**src/rtl/pla_vector_sweeper_pkg.sv**
```systemverilog
// Shared types and constants for the PLA vector sweeper.
// SWEEP_SIGNATURE_EN adds a 16-bit MISR signature of the sampled outputs.
package pla_sweep_pkg;

  typedef enum logic [1:0] {
    IDLE,
    SWEEP,
    DRAIN,
    DONE
  } sweep_state_t;

  localparam logic [15:0] SIG_POLY = 16'h1021;  // x^16 + x^12 + x^5 + 1
  localparam logic [15:0] SIG_SEED = 16'hFFFF;

  // One Galois MISR step: shift left, fold the feedback tap, inject y at bit 0.
  function automatic logic [15:0] misr_next(input logic [15:0] s, input logic y);
    return {s[14:0], 1'b0} ^ (s[15] ? SIG_POLY : 16'h0000) ^ {15'b0, y};
  endfunction

endpackage

```
**src/rtl/pla_vector_sweeper_if.sv**
```systemverilog
// Bus between the sweeper and its user/netlist: control, vector, sample and results.
// SWEEP_SIGNATURE_EN adds the sig field.
interface pla_vector_sweeper_if #(
  parameter int N_IN  = 12,
  parameter int CNT_W = N_IN + 1
);
  logic             start;
  logic             hold;
  logic [N_IN-1:0]  x_out;
  logic             y_in;
  logic             busy;
  logic             done;
  logic [CNT_W-1:0] onset_count;
  logic [N_IN-1:0]  first_hit;
  logic [N_IN-1:0]  last_hit;
  logic             hit_vld;
`ifdef SWEEP_SIGNATURE_EN
  logic [15:0]      sig;
`endif

  modport master (
    output start, hold, y_in,
    input  x_out, busy, done, onset_count, first_hit, last_hit, hit_vld
`ifdef SWEEP_SIGNATURE_EN
    , input sig
`endif
  );

  modport slave (
    input  start, hold, y_in,
    output x_out, busy, done, onset_count, first_hit, last_hit, hit_vld
`ifdef SWEEP_SIGNATURE_EN
    , output sig
`endif
  );

endinterface

```
**src/rtl/pla_vector_sweeper_acc.sv**
```systemverilog
// sweep_result_acc: one-stage sample pipeline feeding ON-set count/first/last accumulators.
// SWEEP_SIGNATURE_EN adds the MISR signature register.
module sweep_result_acc
  import pla_sweep_pkg::*;
#(
  parameter int N_IN  = 12,
  parameter int CNT_W = N_IN + 1
) (
  input  logic             clk,
  input  logic             rst_n,
  input  logic             clr,
  input  logic             cap_vld,
  input  logic [N_IN-1:0]  cap_idx,
  input  logic             cap_y,
  output logic [CNT_W-1:0] onset_count,
  output logic [N_IN-1:0]  first_hit,
  output logic [N_IN-1:0]  last_hit,
  output logic             hit_vld
`ifdef SWEEP_SIGNATURE_EN
  , output logic [15:0]    sig
`endif
);

  logic            p_vld;
  logic [N_IN-1:0] p_idx;
  logic            p_y;

  // NOTE: the pipeline registers are reset along with the results so an aborted
  // sweep cannot leave a stale valid sample to be counted after reset.
  always_ff @(posedge clk or negedge rst_n) begin
    if (!rst_n) begin
      p_vld       <= 1'b0;
      p_idx       <= '0;
      p_y         <= 1'b0;
      onset_count <= '0;
      first_hit   <= '0;
      last_hit    <= '0;
      hit_vld     <= 1'b0;
    end else if (clr) begin
      p_vld       <= 1'b0;
      onset_count <= '0;
      first_hit   <= '0;
      last_hit    <= '0;
      hit_vld     <= 1'b0;
    end else begin
      p_vld <= cap_vld;
      p_idx <= cap_idx;
      p_y   <= cap_y;
      if (p_vld && p_y) begin
        onset_count <= onset_count + 1'b1;
        last_hit    <= p_idx;
        if (!hit_vld) begin
          first_hit <= p_idx;
          hit_vld   <= 1'b1;
        end
      end
    end
  end

`ifdef SWEEP_SIGNATURE_EN
  always_ff @(posedge clk or negedge rst_n) begin
    if (!rst_n)          sig <= SIG_SEED;
    else if (clr)        sig <= SIG_SEED;
    else if (p_vld)      sig <= misr_next(sig, p_y);
  end
`endif

endmodule

```
**src/rtl/pla_vector_sweeper.sv**
```systemverilog
// Top: sweep FSM and vector counter driving a combinational PLA netlist.
// SWEEP_SIGNATURE_EN enables the sig output of the result accumulator.
module pla_vector_sweeper
  import pla_sweep_pkg::*;
#(
  parameter int N_IN  = 12,
  parameter int CNT_W = N_IN + 1
) (
  input logic                 clk,
  input logic                 rst_n,
  pla_vector_sweeper_if.slave bus
);

  localparam logic [N_IN-1:0] X_LAST = '1;

  sweep_state_t    state;
  logic [N_IN-1:0] x_q;
  logic            busy_q;
  logic            done_q;
  logic            accept;
  logic            cap_vld;

  // start is honoured only from IDLE/DONE; DRAIN ignores it, so a start on the
  // edge that enters DONE is dropped.
  assign accept  = bus.start && (state == IDLE || state == DONE);
  assign cap_vld = (state == SWEEP) && !bus.hold;

  // NOTE: all state is updated with non-blocking assignments so every register
  // sees the pre-edge values of the others, independent of statement order.
  always_ff @(posedge clk or negedge rst_n) begin
    if (!rst_n) begin
      state  <= IDLE;
      x_q    <= '0;
      busy_q <= 1'b0;
      done_q <= 1'b0;
    end else begin
      case (state)
        IDLE, DONE: begin
          if (bus.start) begin
            state  <= SWEEP;
            x_q    <= '0;
            busy_q <= 1'b1;
            done_q <= 1'b0;
          end
        end
        SWEEP: begin
          if (!bus.hold) begin
            if (x_q == X_LAST) state <= DRAIN;  // last vector captured, no wrap
            else               x_q   <= x_q + 1'b1;
          end
        end
        DRAIN: begin
          state  <= DONE;
          busy_q <= 1'b0;
          done_q <= 1'b1;
        end
        default: state <= IDLE;
      endcase
    end
  end

  assign bus.x_out = x_q;
  assign bus.busy  = busy_q;
  assign bus.done  = done_q;

  sweep_result_acc #(
    .N_IN (N_IN),
    .CNT_W(CNT_W)
  ) u_acc (
    .clk        (clk),
    .rst_n      (rst_n),
    .clr        (accept),
    .cap_vld    (cap_vld),
    .cap_idx    (x_q),
    .cap_y      (bus.y_in),
    .onset_count(bus.onset_count),
    .first_hit  (bus.first_hit),
    .last_hit   (bus.last_hit),
    .hit_vld    (bus.hit_vld)
`ifdef SWEEP_SIGNATURE_EN
    , .sig      (bus.sig)
`endif
  );

endmodule

```
**src/flat_wrapper.sv**
```systemverilog
// flat-port wrapper written by rule: the top's interface ports become plain ports
module pla_vector_sweeper_flat import pla_sweep_pkg::*;
#(
  parameter int N_IN  = 12,
  parameter int CNT_W = N_IN + 1
)
  (clk, rst_n, bus_start, bus_hold, bus_y_in, bus_x_out, bus_busy, bus_done, bus_onset_count, bus_first_hit, bus_last_hit, bus_hit_vld);
  pla_vector_sweeper_if #(.N_IN(N_IN), .CNT_W(CNT_W)) bus_i ();
  input logic clk;
  input logic rst_n;
  input wire logic [$bits(bus_i.start)-1:0] bus_start;
  input wire logic [$bits(bus_i.hold)-1:0] bus_hold;
  input wire logic [$bits(bus_i.y_in)-1:0] bus_y_in;
  output wire logic [$bits(bus_i.x_out)-1:0] bus_x_out;
  output wire logic [$bits(bus_i.busy)-1:0] bus_busy;
  output wire logic [$bits(bus_i.done)-1:0] bus_done;
  output wire logic [$bits(bus_i.onset_count)-1:0] bus_onset_count;
  output wire logic [$bits(bus_i.first_hit)-1:0] bus_first_hit;
  output wire logic [$bits(bus_i.last_hit)-1:0] bus_last_hit;
  output wire logic [$bits(bus_i.hit_vld)-1:0] bus_hit_vld;
  assign bus_i.start = bus_start;
  assign bus_i.hold = bus_hold;
  assign bus_i.y_in = bus_y_in;
  assign bus_x_out = bus_i.x_out;
  assign bus_busy = bus_i.busy;
  assign bus_done = bus_i.done;
  assign bus_onset_count = bus_i.onset_count;
  assign bus_first_hit = bus_i.first_hit;
  assign bus_last_hit = bus_i.last_hit;
  assign bus_hit_vld = bus_i.hit_vld;
  pla_vector_sweeper #(.N_IN(N_IN), .CNT_W(CNT_W)) u_core (.clk(clk), .rst_n(rst_n), .bus(bus_i));
endmodule
```
**config.mk**
```make
export PLATFORM = sky130hd
export DESIGN_NAME = pla_vector_sweeper_flat
export DESIGN_NICKNAME = d
export VERILOG_FILES = /design/src/rtl/pla_vector_sweeper_pkg.sv /design/src/rtl/pla_vector_sweeper_if.sv /design/src/rtl/pla_vector_sweeper_acc.sv /design/src/rtl/pla_vector_sweeper.sv /design/src/flat_wrapper.sv
export SDC_FILE = /design/constraint.sdc
export NUM_CORES = 1
export LEC_CHECK = 0
export BUFFER_PORTS_ARGS = -buffer_cell sky130_fd_sc_hd__buf_2
export CAP_MARGIN = 5
export CORE_MARGIN = 2
export CORE_UTILIZATION = 50
export CTS_CLUSTER_DIAMETER = 50
export DETAILED_ROUTE_END_ITERATION = 16
export PLACE_DENSITY_LB_ADDON = 0.08
export REMOVE_ABC_BUFFERS = 1
export SYNTH_ARGS = -nofsm -noshare
export SYNTH_HDL_FRONTEND = slang
export SYNTH_SLANG_ARGS = --single-unit
```
**constraint.sdc**
```tcl
create_clock -name clk -period 1.6 [get_ports clk]
set_input_delay 0.08 -clock clk [delete_from_list [all_inputs] [get_ports clk]]
set_output_delay 0.08 -clock clk [all_outputs]
set_load 0.02 [all_outputs]
```
==> results of run 1 <==
[worst max-delay path: cells and delay by family, from the launching register on]
| kind | cells | cell delay [ns] |
|---|---|---|
| AO/OA/AOI/OAI | 1 | 0.07 |
| buffers and inverters | 1 | 0.14 |
| flip-flops | 1 | 0.50 |
| AND/OR/NAND/NOR | 3 | 0.82 |
[worst paths after layout]
check	startpoint	to	slack, ns	cells after the start
min in group asynchronous	rst_n	u_core.u_acc.onset_count[2]	0.27	3
max in group asynchronous	rst_n	u_core.bus.x_out[5]	1.01	3
max	u_core.bus.x_out[10]	u_core.bus.x_out[0]	-0.05	5
min	bus_start	u_core.bus.done	0.11	3
max reg2reg	u_core.bus.x_out[10]	u_core.bus.x_out[0]	-0.05	5
min reg2reg	u_core.u_acc.p_idx[6]	u_core.u_acc.p_idx[6]	0.50	2
[registers in the layout (all words and copies together), names as in the netlist]
| register | cells |
|---|---|
| u_core.bus.x_out | 12 |
| u_core.u_acc.p_y | 1 |
| u_core.bus.done | 1 |
| u_core.state | 2 |
| u_core.u_acc.last_hit | 12 |
| u_core.u_acc.first_hit | 12 |
| u_core.u_acc.p_idx | 12 |
| u_core.u_acc.hit_vld | 1 |
| u_core.u_acc.onset_count | 13 |
| u_core.u_acc.p_vld | 1 |
| u_core.bus.busy | 1 |
[kinds of logic (layout without fill, tap and decap cells)]
group | count (synthesis) | in the layout | synth area share, %
compound gates | 64 | 64 | 12.6
xor+xnor | 9 | 9 | 2.53
fa+ha+maj | 5 | 5 | 2.01
buf+inv | 23 | 115 | 3.34
flops | 68 | 68 | 54.7
mux | 3 | 3 | 0.965
simple gates | 160 | 160 | 23.9
[synthesized netlist by cell type, types with 2 or more instances]
cell type,number
sky130_fd_sc_hd__nor3_1,5
sky130_fd_sc_hd__and3_1,2
sky130_fd_sc_hd__mux2i_1,3
sky130_fd_sc_hd__xnor2_1,7
sky130_fd_sc_hd__nand4_1,6
sky130_fd_sc_hd__nor2_1,17
sky130_fd_sc_hd__ha_1,5
sky130_fd_sc_hd__o21a_1,2
sky130_fd_sc_hd__clkbuf_1,10
sky130_fd_sc_hd__buf_2,3
sky130_fd_sc_hd__nand2b_1,4
sky130_fd_sc_hd__nand4_2,2
sky130_fd_sc_hd__inv_1,5
sky130_fd_sc_hd__a21oi_1,30
sky130_fd_sc_hd__dfrtp_1,68
sky130_fd_sc_hd__clkbuf_2,2
sky130_fd_sc_hd__nand3_1,5
sky130_fd_sc_hd__o31ai_1,15
sky130_fd_sc_hd__o41ai_1,3
sky130_fd_sc_hd__nand2_1,103
sky130_fd_sc_hd__and2_1,5
sky130_fd_sc_hd__xor2_1,2
sky130_fd_sc_hd__nor4_1,2
sky130_fd_sc_hd__o21ai_0,8
[layer usage]
layer / share of wire, % / up-vias / wire (µm) / GRT usage, %
li1: - / 1312 / - / -
met1: 46 / 1263 / 3470 / 31.4
met2: 48 / 66 / 3550 / 33.3
met3: 5.0 / 9 / 374 / 3.88
met4: 1.1 / 0 / 84 / 8.79
met5: 0 / - / 0 / 0
[cell type report]
class	instances	area, µm²
Clock inverter	7	91.3
Timing Repair Buffer	94	647
Fill cell	465	1770
Clock buffer	9	124
Inverter	5	18.8
Tap cell	75	93.8
Sequential cell	68	1710
Multi-Input combinational cell	241	1510
[where the power goes]
part | internal [mW] | switching, mW
registers | 1.91 | 0.150
logic | 0.878 | 1.51
clock network | 0.872 | 0.677
total | 3.66 | 2.34
[what timing repair did]
item,CTS,global route
setup endpoints to repair,8,12
cloned,1,1
resized for setup,14,32
endpoints found under the hold margin,70,0
buffers inserted,0,3
pin swaps,4,13
hold buffers,3,0
==> results.txt, run 1 <==
The flow ran to the end, but the final reports show violations. The checks that failed: setup timing. The number of pins exceeding their max-slew limit in the final report is 0.

The die is 82.9 µm tall. The worst path in the final design needs a cycle of 1.65 ns, including I/O delays and setup. In this run the tightest slew margin relative to its limit is 68.4%. In this design, the stage delay of the slowest critical-path cell is 0.50 ns. The run gives 0.00596 mm² as the placeable core region. After detailed routing, the number of remaining DRC violations is 0. Timing would allow up to 0.604 GHz. The logs give 0 for the initial antenna violation count and 57 for the number of I/O pins.

Across the run, the number of max-cap violations was 0. Most common library cell in the layout ignoring fill and taps: sky130_fd_sc_hd__nand2_1. The first global-routing pass estimated 12.3 mm of wire.

The logs give 0.00419 mm² for the final standard cell area without fillers and 68 for the clock net sink count. In this run, distinct cell masters in the synthesized netlist total 42. The detailed router finished its first iteration with 199 violations.

Detailed placement ended at an HPWL of 4.78 mm. The net count of the finished layout is 429. Summing the sequential cell areas from Yosys gives 54.7% of the chip area. The run gives 21.9% as the all-layer global routing usage. The power density of the placed cells came out at 1430 mW/mm².

Data arrival time of the worst path: 1.87 ns. The type of element launching the critical path is a flop. The post-synthesis to final-layout area growth was 34.6%; the overall overflow remaining after global route was 0.

Number of nets with antenna violations after routing: 0. Slew at the pin with the worst max-slew slack: 0.475 ns. For the initial core utilization, the log shows 52.2%.

Clock-pin slew reported for the worst setup and hold paths after clock tree synthesis: 0.07 ns. IR analysis of the VDD net gives a maximum drop of 0.00145 V. Clock insertion delay at the later pin of the skew report: 0.34 ns.

The data required time at the worst endpoint is 1.82 ns, and the number of synthesized flops with an enable pin is 0. Using the TritonRoute via totals, the vias-per-cell ratio works out to 5.31. For the slack of the critical path, the log shows -0.0543 ns. At the end of the flow the core is filled with cells to 70.3%. Walking the worst path, the cells encountered are nand4_1 -> nor3_1 -> nand3b_4 -> buf_4 -> o21ai_0. In this run the biggest area consumer among cell types represents 54.7% of the synthesized area. The flip-flop and latch count after synthesis was 68; the overall die area was 0.00687 mm². In the final routed layout, each cell accounts on average for 15.0 µm. The synthesized netlist occupies a cell area of 0.00311 mm². The final-report hold violation count is 0. In this run the deepest clock path goes through 2 buffers. The share of synthesized registers carrying an async set or reset works out to 100%. TritonCTS created 9 clock buffers. After layout, the worst path uses 103% of the clock period. The completed layout was analyzed and its total power is 6.00 mW. The first detailed-routing pass took 4 iterations. The cell accounting for the most synthesized area was sky130_fd_sc_hd__dfrtp_1. Placed instance area: 0.00366 mm².

On the final layout, the worst hold slack is 0.105 ns. The floorplan has 28 rows. The top fanout value on the critical path is 9. Routed wire length: 7.48 mm.

After detailed placement, the design holds a cell count of 475. Weighted congestion reported at the end of routability-driven placement: 0.793. The critical path in this run is classified as reg2reg. The clock skew after layout is 0.00625 ns, and the synthesized area divided by synthesized cell count is 9.37 µm². Measured along the x axis, the die boundary spans 82.9 µm. The kind of end point of the critical path was a flop. The slowest stage of the critical path belongs to the cell sky130_fd_sc_hd__dfrtp_1.

In this run the static leakage power is 2.06 nW. The run gives 332 as the number of cells produced by synthesis. Of the cells placed in the final design, the portion with a size suffix greater than 1 is 33.0%. The run gives 0 as the number of warnings reported in the yosys synthesis log. The routed layout has 2650 vias. In the synthesized netlist the dominant register cell turns out to be sky130_fd_sc_hd__dfrtp_1.

The repair_antennas step left the layout with diodes totalling 0. The path class of the tightest hold or removal check is in2reg. The total of buffers placed on input and output ports came out at 56. Entering global routing, the biggest net connects 69 pins. Once layout is complete, the cells apart from fillers number 499. At the placement stage, the worst setup path has a slack of -0.0166 ns. The number of global-route vias before repair is 2545, and the final setup violation count is 8. In the post-synthesis netlist, the biggest area contributors are sky130_fd_sc_hd__dfrtp_1 (55%), sky130_fd_sc_hd__nand2_1 (12%), sky130_fd_sc_hd__a21oi_1 (4.8%). Summed over all failing endpoints, the final setup total negative slack is -0.197 ns. The tools report the CTS H-tree depth as 3.

CTS placed an instance of sky130_fd_sc_hd__clkbuf_8 at the clock tree root. Setup repair after global routing could not meet its margin everywhere. TritonCTS built the clock tree. The top cell types in the final layout, fill and taps aside, are sky130_fd_sc_hd__nand2_1 (102), sky130_fd_sc_hd__dfrtp_1 (65), sky130_fd_sc_hd__buf_2 (56).
Power figures use the tool's default switching activity.
==> inputs of run 2 (changes only) <==
--- a/config.mk
+++ b/config.mk
@@ -7,10 +7,13 @@
 export LEC_CHECK = 0
 export BUFFER_PORTS_ARGS = -buffer_cell sky130_fd_sc_hd__buf_2
 export CAP_MARGIN = 5
+export CELL_PAD_IN_SITES_DETAIL_PLACEMENT = 0
+export CELL_PAD_IN_SITES_GLOBAL_PLACEMENT = 1
 export CORE_MARGIN = 2
-export CORE_UTILIZATION = 50
+export CORE_UTILIZATION = 38
 export CTS_CLUSTER_DIAMETER = 50
 export DETAILED_ROUTE_END_ITERATION = 16
+export GPL_TIMING_DRIVEN = 0
 export PLACE_DENSITY_LB_ADDON = 0.08
 export REMOVE_ABC_BUFFERS = 1
 export SYNTH_ARGS = -nofsm -noshare
==> run 2 against run 1 <==
Compared with the run above:
- the run still ends with setup timing left
- wire length grew 0.58%
- total power up 4.5%
- cell count is 3.2% higher
- flip-flop and latch count unchanged
- global-route usage down 4.7 points
- hold slack lost 0.0014 ns
- combinational power barely moved
- design area shrank 0.54%
- critical path type unchanged
- largest cell class unchanged
- highest routed layer unchanged
==> results.txt, run 2 (synthesized netlist as in run 1, its figures left out) <==
For the final setup violation count, the log shows 12. Net switching is 37.5% of the power. Broken down by cell family, the worst path's largest delay share belongs to simple AND/OR/NAND/NOR gates. For this block, the via count after detailed routing is 2604. The startpoint identified for the worst hold timing path is bus_start.

Number of global-route vias before repair: 2380. In the finished design, the share of the clock period the worst path needs comes to 106%. The initial antenna violation count was 0; the horizontal die dimension was 94.5 µm. In this run the deepest clock path goes through 2 buffers. The setup total negative slack is -0.485 ns.

For this design, the slowest cell found on the critical path is sky130_fd_sc_hd__or4_1. The floorplan step defined a die boundary enclosing 0.00893 mm². The first-iteration detailed-routing DRC count is 59, and the power density of the placed cells is 1500 mW/mm². Timing would allow up to 0.592 GHz. The design draws 6.27 mW.

The filler cells instantiated in the layout total 768. The logs give 2.35 mW for the net switching power and 0 for the number of pins exceeding their max-slew limit in the final report. The top fanout value on the critical path is 5, and the delay of the slowest critical-path stage is 0.53 ns. The placeable core region came out at 0.00785 mm². For this block, the routed nets add up to 7.52 mm of wire. The critical path startpoint was u_core.state[1]. For this run, the detailed router's first-pass iteration total came to 4. For the slack of the critical path, the log shows -0.0891 ns.

The worst setup path is launched from a flop. The logs give 0 for the reported max-cap violation count and 69 for the maximum number of pins on one net before global-route repair. The cell sitting at the root of the clock tree is a sky130_fd_sc_hd__clkbuf_8.

The slew at the pin with the worst max-slew slack was 0.866 ns. In the layout the commonest cells are sky130_fd_sc_hd__nand2_1 (100), sky130_fd_sc_hd__dfrtp_1 (64), sky130_fd_sc_hd__buf_2 (55). The clock-pin slew reported for the worst setup and hold paths after clock tree synthesis came out at 0.08 ns. In this run the tool buffered the top-level ports with 56 buffer cells. Cell internal power was estimated by the tool at 3.92 mW. The run gives 11.9 mm as the wire length of the first global-routing pass.

The final-report hold violation count was 0; the via density per instance was 5.06. The max-slew headroom at the worst pin is 42.3%. Register bank with the most flops: u_core.u_acc.onset_count. At the worst endpoint, the arrival time is 1.97 ns. For the worst-skew pair, the clock arrives at the later sink with an insertion delay of 0.34 ns. Once layout is done, the placed cells without fillers occupy 0.00417 mm².

HPWL after detailed placement: 4.46 mm. Setup repair after global routing could not meet its margin everywhere. Die span in y: 94.5 µm. STA classifies the critical path endpoint as a flop. The clock arrives with 0.00938 ns of skew. The run gives 53.1% as the share of the core filled with cells in the final layout.

The critical path contains buffers and inverters numbering 3 combined. The H-tree generated during clock tree synthesis spans 3 levels. The final layout contains 418 nets.

Data required time at the worst endpoint: 1.88 ns. The proportion of layout cells with a drive suffix above 1 works out to 33.4%. The final reports fail on setup timing. The number of placement rows was 32. Once detail routing completed, the nets flagged for antenna violations numbered 0.

The placed instances occupy a cell area of 0.00346 mm². Global routing used 17.3% of the available tracks across all layers. The critical path in this run is classified as reg2reg.

The run finished, with violations left. Combinational logic is responsible for 38.5% of the overall power. The clock period minus worst slack came out at 1.69 ns. The most common library cell in the layout ignoring fill and taps is sky130_fd_sc_hd__nand2_1.

The register with the most flip-flops in the layout has 13 of them. The tools report the weighted congestion reported at the end of routability-driven placement as 0.726. The largest voltage drop on the vdd net was 0.00106 V; the number of buffers created by CTS was 9. Path category of the worst min-delay check: in2reg. The overall overflow remaining after global route is 0, and the post-synthesis to final-layout area growth is 33.9%. TritonCTS built the clock tree.

The signal on the critical path passes through inv_2 -> ha_4 -> clkinvlp_4 -> buf_4 -> or4_1 -> nand3_1. The logs give 0 for the number of remaining DRC errors and 2.01 nW for the standby leakage power. The clock network fraction of total power was 28.2%; the average wire length per cell after detail routing was 14.6 µm.

The number of I/O pins was 57. The clock net sink count was 68. The portion of total power attributed to sequential cells is 33.3%. The initial core utilization is 39.6%.

The startpoint identified for the worst register-to-register timing path is u_core.state[1]. The antenna diode count was 0.
## run 2: cell types whose count changed in the layout (fill, tap and decap cells not counted), moves of 3 or more
cell                       before  now
sky130_fd_sc_hd__buf_4         26   20
sky130_fd_sc_hd__o31ai_2        1    6
sky130_fd_sc_hd__o31ai_4        9    4
sky130_fd_sc_hd__buf_6          5    1
sky130_fd_sc_hd__clkinv_2       3    0
sky130_fd_sc_hd__o21ai_0        6    3
sky130_fd_sc_hd__o21ai_1        2    5
## run 2: cell type report
type | count | area, µm² | area share [%]
Sequential cell | 68 | 1710 | 41.0
Clock inverter | 7 | 124 | 2.97
Inverter | 5 | 22.5 | 0.541
Timing Repair Buffer | 83 | 557 | 13.4
Tap cell | 102 | 128 | 3.06
Multi-Input combinational cell | 241 | 1500 | 36.1
Clock buffer | 9 | 124 | 2.97
## run 2: path summary, 6_finish.rpt
path | slack (ns) | end | cells after the start
min in group asynchronous | 0.38 | u_core.u_acc.onset_count[0] | 2
worst max register to register | -0.09 | u_core.bus.x_out[11] | 6
worst max-delay path | -0.09 | u_core.bus.x_out[11] | 6
worst min-delay path | 0.10 | u_core.bus.done | 3
max in group asynchronous | 0.59 | u_core.bus.x_out[4] | 2
worst min register to register | 0.50 | u_core.u_acc.p_idx[2] | 2
## run 2: timing repair
item / 4_1_cts / 5_1_grt
resized for setup: 20 / 30
hold buffers: 3 / 0
pin swaps: 3 / 10
cloned: 0 / 2
setup endpoints to repair: 27 / 30
endpoints found under the hold margin: 70 / 0
buffers inserted: 12 / 9
## run 2: routing by layer
metal,part of all wire [%],GRT usage (%)
met5,0,0
met4,1.4,6.52
met3,3.7,3.43
met2,45,25.7
met1,50,25.0
## run 2: power by group through the flow
stage	logic [mW]	clock network, mW	registers [mW]
6_report	2.41	1.76	2.09
5_1_grt	2.66	1.89	2.12
4_1_cts	1.97	1.81	2.09
3_5_place_dp	1.58	0	2.12
3_3_place_gp	1.50	0	2.12
2_1_floorplan	0.904	0	2.22
## run 2: tightest hold or removal path: stages
cell and delay [ns]:
sky130_fd_sc_hd__buf_2 0.13, sky130_fd_sc_hd__o21bai_1 0.13, sky130_fd_sc_hd__a21oi_1 0.06
## run 2: through the flow
stage	hold slack [ns]	std cells	setup slack, ns
2_1_floorplan	-0.216	314	-0.552
3_3_place_gp	0.272	472	-1.14
3_5_place_dp	0.257	473	-0.785
4_1_cts	0.0862	504	0.00950
5_1_grt	0.119	515	-0.152
6_report	0.104	515	-0.0891
